--- src/rtl/sram_arb_pkg.sv ---
// Shared types for the SRAM port arbiter: controller state, read owner tags
// and the byte-offset width of a 32-bit word address.
package sram_arb_pkg;

    typedef enum logic {
        ST_INIT = 1'b0,
        ST_RUN  = 1'b1
    } state_e;

    typedef enum logic {
        TAG_IF = 1'b0,
        TAG_LS = 1'b1
    } owner_tag_e;

    localparam int WORD_LSB = 2;

endpackage

--- src/rtl/sram_rd_tag_pipe.sv ---
// Tracks port B reads in flight: a valid+owner shift register RD_LAT deep,
// so the response pops out exactly when the SRAM presents the data.
module sram_rd_tag_pipe
    import sram_arb_pkg::*;
#(
    parameter int RD_LAT = 1
) (
    input  logic clk,
    input  logic rst_n,
    input  logic push,
    input  logic push_tag,
    output logic rsp_valid,
    output logic rsp_tag
);

    logic [RD_LAT:1] vld_q;
    logic [RD_LAT:1] tag_q;
    logic [RD_LAT:0] vld_pipe;
    logic [RD_LAT:0] tag_pipe;

    // Stage 0 is the grant of this cycle; stage RD_LAT lines up with doutb.
    assign vld_pipe = {vld_q, push};
    assign tag_pipe = {tag_q, push_tag};

    always_ff @(posedge clk) begin
        if (!rst_n) begin
            vld_q <= '0;
            tag_q <= '0;
        end else begin
            vld_q <= vld_pipe[RD_LAT-1:0];
            tag_q <= tag_pipe[RD_LAT-1:0];
        end
    end

    assign rsp_valid = vld_pipe[RD_LAT];
    assign rsp_tag   = tag_pipe[RD_LAT];

endmodule

--- src/rtl/sram_port_arbiter.sv ---
// Shares a write-port/read-port block SRAM between instruction fetch and
// load/store: waits out SRAM reset-busy, round-robins port B, routes read data.
module sram_port_arbiter
    import sram_arb_pkg::*;
#(
    parameter int ADDR_W = 32,
    parameter int RD_LAT = 1
) (
    input  logic              clk,
    input  logic              rst_n,
    input  logic              if_req_valid,
    input  logic [ADDR_W-1:0] if_req_addr,
    output logic              if_req_ready,
    output logic              if_rsp_valid,
    output logic [31:0]       if_rsp_data,
    input  logic              ls_req_valid,
    input  logic [3:0]        ls_req_we,
    input  logic [ADDR_W-1:0] ls_req_addr,
    input  logic [31:0]       ls_req_wdata,
    output logic              ls_req_ready,
    output logic              ls_rsp_valid,
    output logic [31:0]       ls_rsp_data,
    output logic              sram_ena,
    output logic [3:0]        sram_wea,
    output logic [ADDR_W-1:0] sram_addra,
    output logic [31:0]       sram_dina,
    output logic              sram_enb,
    output logic [ADDR_W-1:0] sram_addrb,
    input  logic [31:0]       sram_doutb,
    input  logic              sram_rsta_busy,
    input  logic              sram_rstb_busy
);

    state_e     state;
    owner_tag_e rr_ptr;

    logic              sram_idle;
    logic              run;
    logic              ls_is_wr;
    logic              ls_wr;
    logic              ls_rd_cand;
    logic              if_cand;
    logic              collision;
    logic              contested;
    logic              grant_if;
    logic              grant_ls;
    logic [ADDR_W-1:0] if_word_addr;
    logic [ADDR_W-1:0] ls_word_addr;
    logic              pipe_vld;
    logic              pipe_tag;
    logic [31:0]       if_data_q;
    logic [31:0]       ls_data_q;
    logic              unused_addr_lsb;

    assign sram_idle = !sram_rsta_busy && !sram_rstb_busy;

    // The INIT cycle that first sees the SRAM idle already serves requests,
    // so the first accept lands on the very cycle busy drops.
    assign run = rst_n && ((state == ST_RUN) || sram_idle);

    assign if_word_addr    = {if_req_addr[ADDR_W-1:WORD_LSB], {WORD_LSB{1'b0}}};
    assign ls_word_addr    = {ls_req_addr[ADDR_W-1:WORD_LSB], {WORD_LSB{1'b0}}};
    assign unused_addr_lsb = ^{if_req_addr[WORD_LSB-1:0], ls_req_addr[WORD_LSB-1:0]};

    assign ls_is_wr   = (ls_req_we != 4'd0);
    assign ls_wr      = run && ls_req_valid && ls_is_wr;
    assign ls_rd_cand = run && ls_req_valid && !ls_is_wr;

    // A same-word write wins; the fetch retries next cycle and sees new data.
    assign collision = ls_wr && if_req_valid &&
                       (if_req_addr[ADDR_W-1:WORD_LSB] == ls_req_addr[ADDR_W-1:WORD_LSB]);
    assign if_cand   = run && if_req_valid && !collision;

    assign contested = if_cand && ls_rd_cand;
    assign grant_if  = if_cand && (!ls_rd_cand || (rr_ptr == TAG_IF));
    assign grant_ls  = ls_rd_cand && (!if_cand || (rr_ptr == TAG_LS));

    assign if_req_ready = grant_if;
    assign ls_req_ready = grant_ls || (run && ls_is_wr);

    always_ff @(posedge clk) begin
        if (!rst_n) begin
            state  <= ST_INIT;
            rr_ptr <= TAG_IF;
        end else begin
            case (state)
                ST_INIT: if (sram_idle) state <= ST_RUN;
                ST_RUN:  state <= ST_RUN;
                default: state <= ST_INIT;
            endcase
            if (contested) begin
                rr_ptr <= (rr_ptr == TAG_IF) ? TAG_LS : TAG_IF;
            end
        end
    end

    always_comb begin
        sram_ena   = ls_wr;
        sram_wea   = 4'd0;
        sram_addra = '0;
        sram_dina  = 32'd0;
        if (ls_wr) begin
            sram_wea   = ls_req_we;
            sram_addra = ls_word_addr;
            sram_dina  = ls_req_wdata;
        end
    end

    always_comb begin
        sram_enb   = grant_if || grant_ls;
        sram_addrb = '0;
        if (grant_ls) begin
            sram_addrb = ls_word_addr;
        end else if (grant_if) begin
            sram_addrb = if_word_addr;
        end
    end

    sram_rd_tag_pipe #(
        .RD_LAT(RD_LAT)
    ) u_tag_pipe (
        .clk      (clk),
        .rst_n    (rst_n),
        .push     (sram_enb),
        .push_tag (grant_ls ? TAG_LS : TAG_IF),
        .rsp_valid(pipe_vld),
        .rsp_tag  (pipe_tag)
    );

    // Gating by rst_n drops a read that completes during a reset cycle.
    assign if_rsp_valid = rst_n && pipe_vld && (pipe_tag == TAG_IF);
    assign ls_rsp_valid = rst_n && pipe_vld && (pipe_tag == TAG_LS);

    always_ff @(posedge clk) begin
        if (!rst_n) begin
            if_data_q <= 32'd0;
            ls_data_q <= 32'd0;
        end else begin
            if (if_rsp_valid) if_data_q <= sram_doutb;
            if (ls_rsp_valid) ls_data_q <= sram_doutb;
        end
    end

    assign if_rsp_data = if_rsp_valid ? sram_doutb : if_data_q;
    assign ls_rsp_data = ls_rsp_valid ? sram_doutb : ls_data_q;

endmodule

--- config.mk ---
export PLATFORM = sky130hd
export DESIGN_NAME = sram_port_arbiter
export DESIGN_NICKNAME = d
export VERILOG_FILES = /design/src/rtl/sram_arb_pkg.sv /design/src/rtl/sram_rd_tag_pipe.sv /design/src/rtl/sram_port_arbiter.sv
export SDC_FILE = /design/constraint.sdc
export NUM_CORES = 1
export LEC_CHECK = 0
export ABC_AREA = 1
export BUFFER_PORTS_ARGS = -buffer_cell sky130_fd_sc_hd__buf_4
export CORE_AREA = 5 5 117 119
export CTS_CLUSTER_DIAMETER = 120
export DETAILED_ROUTE_END_ITERATION = 7
export DIE_AREA = 0 0 122 124
export HOLD_SLACK_MARGIN = 0.06
export PLACE_DENSITY = 0.73
export SLEW_MARGIN = 15
export SYNTH_ARGS = -nofsm -noshare
export SYNTH_HDL_FRONTEND = slang
export SYNTH_SLANG_ARGS = --single-unit
--- constraint.sdc ---
create_clock -name clk -period 2.1 [get_ports clk]
set_clock_uncertainty 0.2 [all_clocks]
set_input_delay 0.21 -clock clk [delete_from_list [all_inputs] [get_ports clk]]
set_output_delay 0.21 -clock clk [all_outputs]
set_load 0.03 [all_outputs]
# After elaboration in Yosys (flattened, before gate mapping)
# Cells that the tools add are included.
[classes]
n_eq_ne = 1
div_mod_pow = 0
n_shift = 0
reduce_logical = 28
order_cmp = 0
add_sub_neg = 0
mul = 0
muxes = 11
n_bitwise = 3
[op_table]
columns = ["operator", "count"]
rows = [
  ["32-bit 2-to-1 mux", 6],
  ["30-bit equality test", 1],
  ["1-bit logical AND", 16],
  ["1-bit logical NOT", 6],
  ["1-bit logical OR", 5],
  ["4-bit 2-to-1 mux", 1],
  ["4-bit nonzero test", 1],
  ["1-bit 2-to-1 mux", 3],
  ["1-bit inverter", 3],
  ["1-bit one-hot mux with 2 select lines", 1],
]
[word_totals]
inputBits = 138
ramBits = 0
out_inout_bits = 170
ff_bits = 68
latch_bits = 0
mem_count = 0
romBits = 0

# Depth between registers and ports, before layout
[depth]
word_depth = 14
mapped_depth = 11
depth_no_buf = 10

# Modules after synthesis
# A second synthesis with hierarchy kept.
[hier_totals]
cells_unflattened = 802
area_unflattened_um2 = 4682.0
[by_module_without_submodules]
columns = ["mod", "area_per_inst_um2", "seq_area_each_um2", "cells_each", "instances"]
rows = [
  ["sram_port_arbiter", 4626.9, 1321.3, 796, 1],
  ["sram_rd_tag_pipe", 55.1, 40.0, 6, 1],
]

# Worst setup path after synthesis
# No wires, ideal clock.
[synth_timing]
kind = "reg-to-output"
start = "register u_tag_pipe.tag_q (netlist: u_tag_pipe.rsp_tag)"
end = "output ls_rsp_data[22]"
slack_ns = 0.115
path_stages_with_launch = 6
path_buffers = 2
arrival_ns = 1.575
required_ns = 1.690
cell_sequence = "dfxtp_1 -> nand3_1 -> inv_1 -> buf_2 -> buf_1 -> a21oi_1"
[synth_via]
elab_chain_cells = 2
[synth_lines]
columns = ["item", "line_no", "source"]
rows = [
  ["from (decl)", "sram_rd_tag_pipe.sv:17", "logic [RD_LAT:1] tag_q;"],
  ["from (signal assigned)", "sram_rd_tag_pipe.sv:31", "tag_q <= tag_pipe[RD_LAT-1:0];"],
  ["1-bit logical AND", "sram_port_arbiter.sv:132", "assign ls_rsp_valid = rst_n && pipe_vld && (pipe_tag == TAG_LS);"],
  ["via ls_rsp_valid", "sram_port_arbiter.sv:21", "output logic ls_rsp_valid,"],
  ["32-bit 2-to-1 mux", "--", ""],
  ["to (decl)", "sram_port_arbiter.sv:22", "output logic [31:0] ls_rsp_data,"],
]
# The timed path passes the listed nets, and every way through them passes these cells.

# Worst setup path in the final report
[layout_timing]
start = "register state"
end = "output sram_addrb[9]"
[layout_via]
elab_chain_cells = 12
[layout_lines]
columns = ["item", "line_no", "source"]
rows = [
  ["from (decl)", "sram_port_arbiter.sv:34", "state_e state;"],
  ["from (signal assigned)", "sram_port_arbiter.sv:83", "state <= ST_INIT;"],
  ["from (signal assigned)", "sram_port_arbiter.sv:87", "ST_INIT: if (sram_idle) state <= ST_RUN;"],
  ["from (signal assigned)", "sram_port_arbiter.sv:88", "ST_RUN: state <= ST_RUN;"],
  ["1-bit logical OR (*)", "sram_port_arbiter.sv:59", "assign run = rst_n && ((state == ST_RUN) || sram_idle);"],
  ["1-bit logical AND (*)", "sram_port_arbiter.sv:59", ""],
  ["1-bit logical AND", "sram_port_arbiter.sv:66, sram_port_arbiter.sv:67", ""],
  ["1-bit logical AND", "sram_port_arbiter.sv:66", "assign ls_wr = run && ls_req_valid && ls_is_wr;"],
  ["1-bit logical AND (2 in series)", "sram_port_arbiter.sv:70", "assign collision = ls_wr && if_req_valid &&"],
  ["1-bit logical NOT", "sram_port_arbiter.sv:72", "assign if_cand = run && if_req_valid && !collision;"],
  ["1-bit logical AND", "sram_port_arbiter.sv:72", ""],
  ["1-bit logical NOT", "sram_port_arbiter.sv:76", "assign grant_ls = ls_rd_cand && (!if_cand || (rr_ptr == TAG_LS));"],
  ["1-bit logical OR", "sram_port_arbiter.sv:76", ""],
  ["1-bit logical AND", "sram_port_arbiter.sv:76", ""],
  ["32-bit 2-to-1 mux (*)", "sram_port_arbiter.sv:112", "if (grant_ls) begin"],
  ["to (decl)", "sram_port_arbiter.sv:28", "output logic [ADDR_W-1:0] sram_addrb,"],
]
# Every way passes the cells marked *; elsewhere a longest branch is shown, timed or not.

==> run_results.csv <==
group,metric,value,unit
outcome,outcome,"complete, but fails checks",
outcome,violations,"negative setup slack",
pwr,peakVddDrop,343,uV
timing,drv_slew,0,
cells_and_area,diodes,0,
global_route,grt_pass1_vias,5498,
clock_tree,cts_buffers,9,
synthesis,syn_inst,802,
min_path,hold_path.class,"in -> reg",
detailed_routing,wirelength,19100,um
clock_tree,clk_pin_slew,0.05,ns
timing,timing.final.ws_setup,-0.128,ns
detailed_routing,drc,0,
pwr,p_per_area,466,nW/um2
clock_tree,cts_sinks,68,
synthesis,synth-seq-cells,68,
global_route,grt_remaining_overflow,0,
placed_design,post-dp-hpwl,13400,um
setup_path,start_kind,"register",
clock_tree,cts-root-buf,"clkbuf_16",
setup_path,crit_arrival,1.82,ns
detailed_routing,wire_per_inst,14.7,um
detailed_routing,via_per_inst,4.64,
placed_design,dp_slack,-0.000255,ns
cells_and_area,most-common-layout-cells,"289 x buf_4, 199 x inv_1, 127 x nand2_1, 120 x nor2_1, 67 x dfxtp_1",
timing,rsz0062_at_grt,"true",
floorplanning,core.rowCount,41,
timing,tightest_slew,0.734,ns
floorplanning,core,12500,um2
timing,period_minus_slack,2.23,ns
clock_tree,clock_path_buffers,2,
synthesis,postSynthAreaPerCell,5.83,um2
detailed_routing,via_count,6029,
floorplanning,die_w,122,um
timing,fin_crit_sh,106,%
floorplanning,die_h,124,um
synthesis,yosysTopAreaCell,"dfxtp_1",
setup_path,reg2reg_depth,7,
cells_and_area,drive_above_1_share,38.9,%
global_route,grt_antenna_before_repair,0,
cells_and_area,layout_commonest_cell,"buf_4",
setup_path,crit_fanout,30,
synthesis,yosysWarningCount,0,
setup_path,cp-end-kind,"output port",
timing,relSlewSlack,51.0,%
placed_design,gp_congestion,0.890,
clock_tree,cts_tree,"built",
floorplanning,ioPinCount,308,
detailed_routing,route.antenna.remaining_nets,0,
cells_and_area,nNetsFinal,1260,
timing,clock.fmax,449,MHz
cells_and_area,area.growth.synth_to_final,71.9,%
detailed_routing,drt_iter0_drc,361,
job,cap_violations,0,
floorplanning,die-area,15100,um2
synthesis,synth.distinct_cells,22,
global_route,track_usage,23.1,%
pwr,leakage,0.00494,uW
min_path,hold_depth,7,
timing,setup_viol,30,
synthesis,synthTopCellsByArea,"dfxtp_1 29%, inv_1 16%, nand2_1 10%",
synthesis,synth_top_area_share,29.1,%
placed_design,portBuffers,299,
setup_path,critPathKind,"reg -> out",
setup_path,crit_required,1.69,ns
clock_tree,clk_latency,0.32,ns
timing,hold_viol_final,0,
floorplanning,start_util,37.5,%
clock_tree,htree_levels,3,
detailed_routing,drtPass1Iterations,4,
synthesis,ys_seq_area_share,29.1,%
global_route,grt_pass1_wl,27800,um
global_route,grt_max_degree,68,
pwr,finalPower,3740,uW
synthesis,synthesis.area,4670,um2
## synthesized netlist by cell type
master and number:
buf_1 10, nand3_2 1, inv_1 200, nand2_1 130
buf_2 2, buf_4 4, nand3_1 32, o21ai_0 19
or2_2 64, a21oi_1 32, o21bai_1 1, buf_6 3
xor2_1 2, nand4_1 33, nor2_1 122, dfxtp_1 68
o21ai_1 14, inv_2 1, a211oi_1 32, nor3_4 1
conb_1 1, clkbuf_1 30
## cell families (layout without fill, tap and decap cells)
group                  Yosys count  count (layout)  share of synthesized area (%)
AO/OA/AOI/OAI                   98              98                           12.3
buffers and inverters          250             572                           20.9
AND/OR/NAND/NOR                383             383                           37.2
flip-flops                      68              68                           29.1
XOR/XNOR                         2               2                          0.375
other                            1               4                         0.0802
## final timing paths
kind | startpoint | end | slack [ns]
worst max-delay path | state | sram_addrb[9] | -0.13
worst min-delay path | ls_req_we[2] | rr_ptr | 0.23
worst max register to register | state | rr_ptr | 0.33
worst min register to register | rr_ptr | rr_ptr | 0.34
## stage by stage
stage | std cells | TNS (ns) | utilization [%] | area, um2 | hold slack, ns
after floorplan | 805 | 0 | - | 4680 | 0.166
after global placement | 1244 | 0 | 57.0 | 7100 | 0.284
after detailed placement | 1244 | -0.000255 | 57.0 | 7100 | 0.289
after CTS | 1295 | -3.53 | 62.6 | 7800 | 0.203
after global routing | 1299 | -7.91 | 64.5 | 8040 | 0.347
final | 1299 | -2.87 | 64.5 | 8040 | 0.227
## flip-flops by register name, summed over array words and instances, names as in the netlist
| name | cells |
|---|---|
| u_tag_pipe.rsp_valid | 1 |
| if_data_q | 32 |
| state | 1 |
| u_tag_pipe.rsp_tag | 1 |
| ls_data_q | 32 |
| rr_ptr | 1 |
## area by class of cell
cell class	instances	area (um2)
repair buffers	355	2940
well taps	172	215
clock buffers	10	239
inverters	201	757
flip-flops and latches	68	1360
multi-input cells	487	2480
fillers	1149	4430
clock inverters	6	38.8
## worst max-delay path, stage by stage, from the launching register on
cell      delay (ns)
dfxtp_1         0.29
o21bai_4        0.17
nand4_1         0.13
nor2_1          0.06
nand4_1         0.10
buf_4           0.34
nand4_1         0.12
nand2_1         0.14
buf_6           0.14
## per-layer routing
metal	up-vias	track usage (%)	wire length [um]
met1	2697	25.8	7110
li1	3056	-	-
met5	-	0	0
met3	33	8.08	1780
met4	0	8.40	434
met2	243	40.6	9740
## report_power, final
part	total [uW]	switching, uW	internal (uW)
logic	1050	589	461
registers	1320	5.46	1320
clock network	1370	545	827
total	3740	1140	2600
## repair_timing
item	4_1_cts	5_1_grt
setup buffers	1	2
hold buffers	35	0
setup endpoints to repair	109	144
cloned	0	2
pin swaps	2	0
resized for setup	27	56
hold endpoints to repair	66	0
No activity file was read; power rests on OpenSTA's default activity.
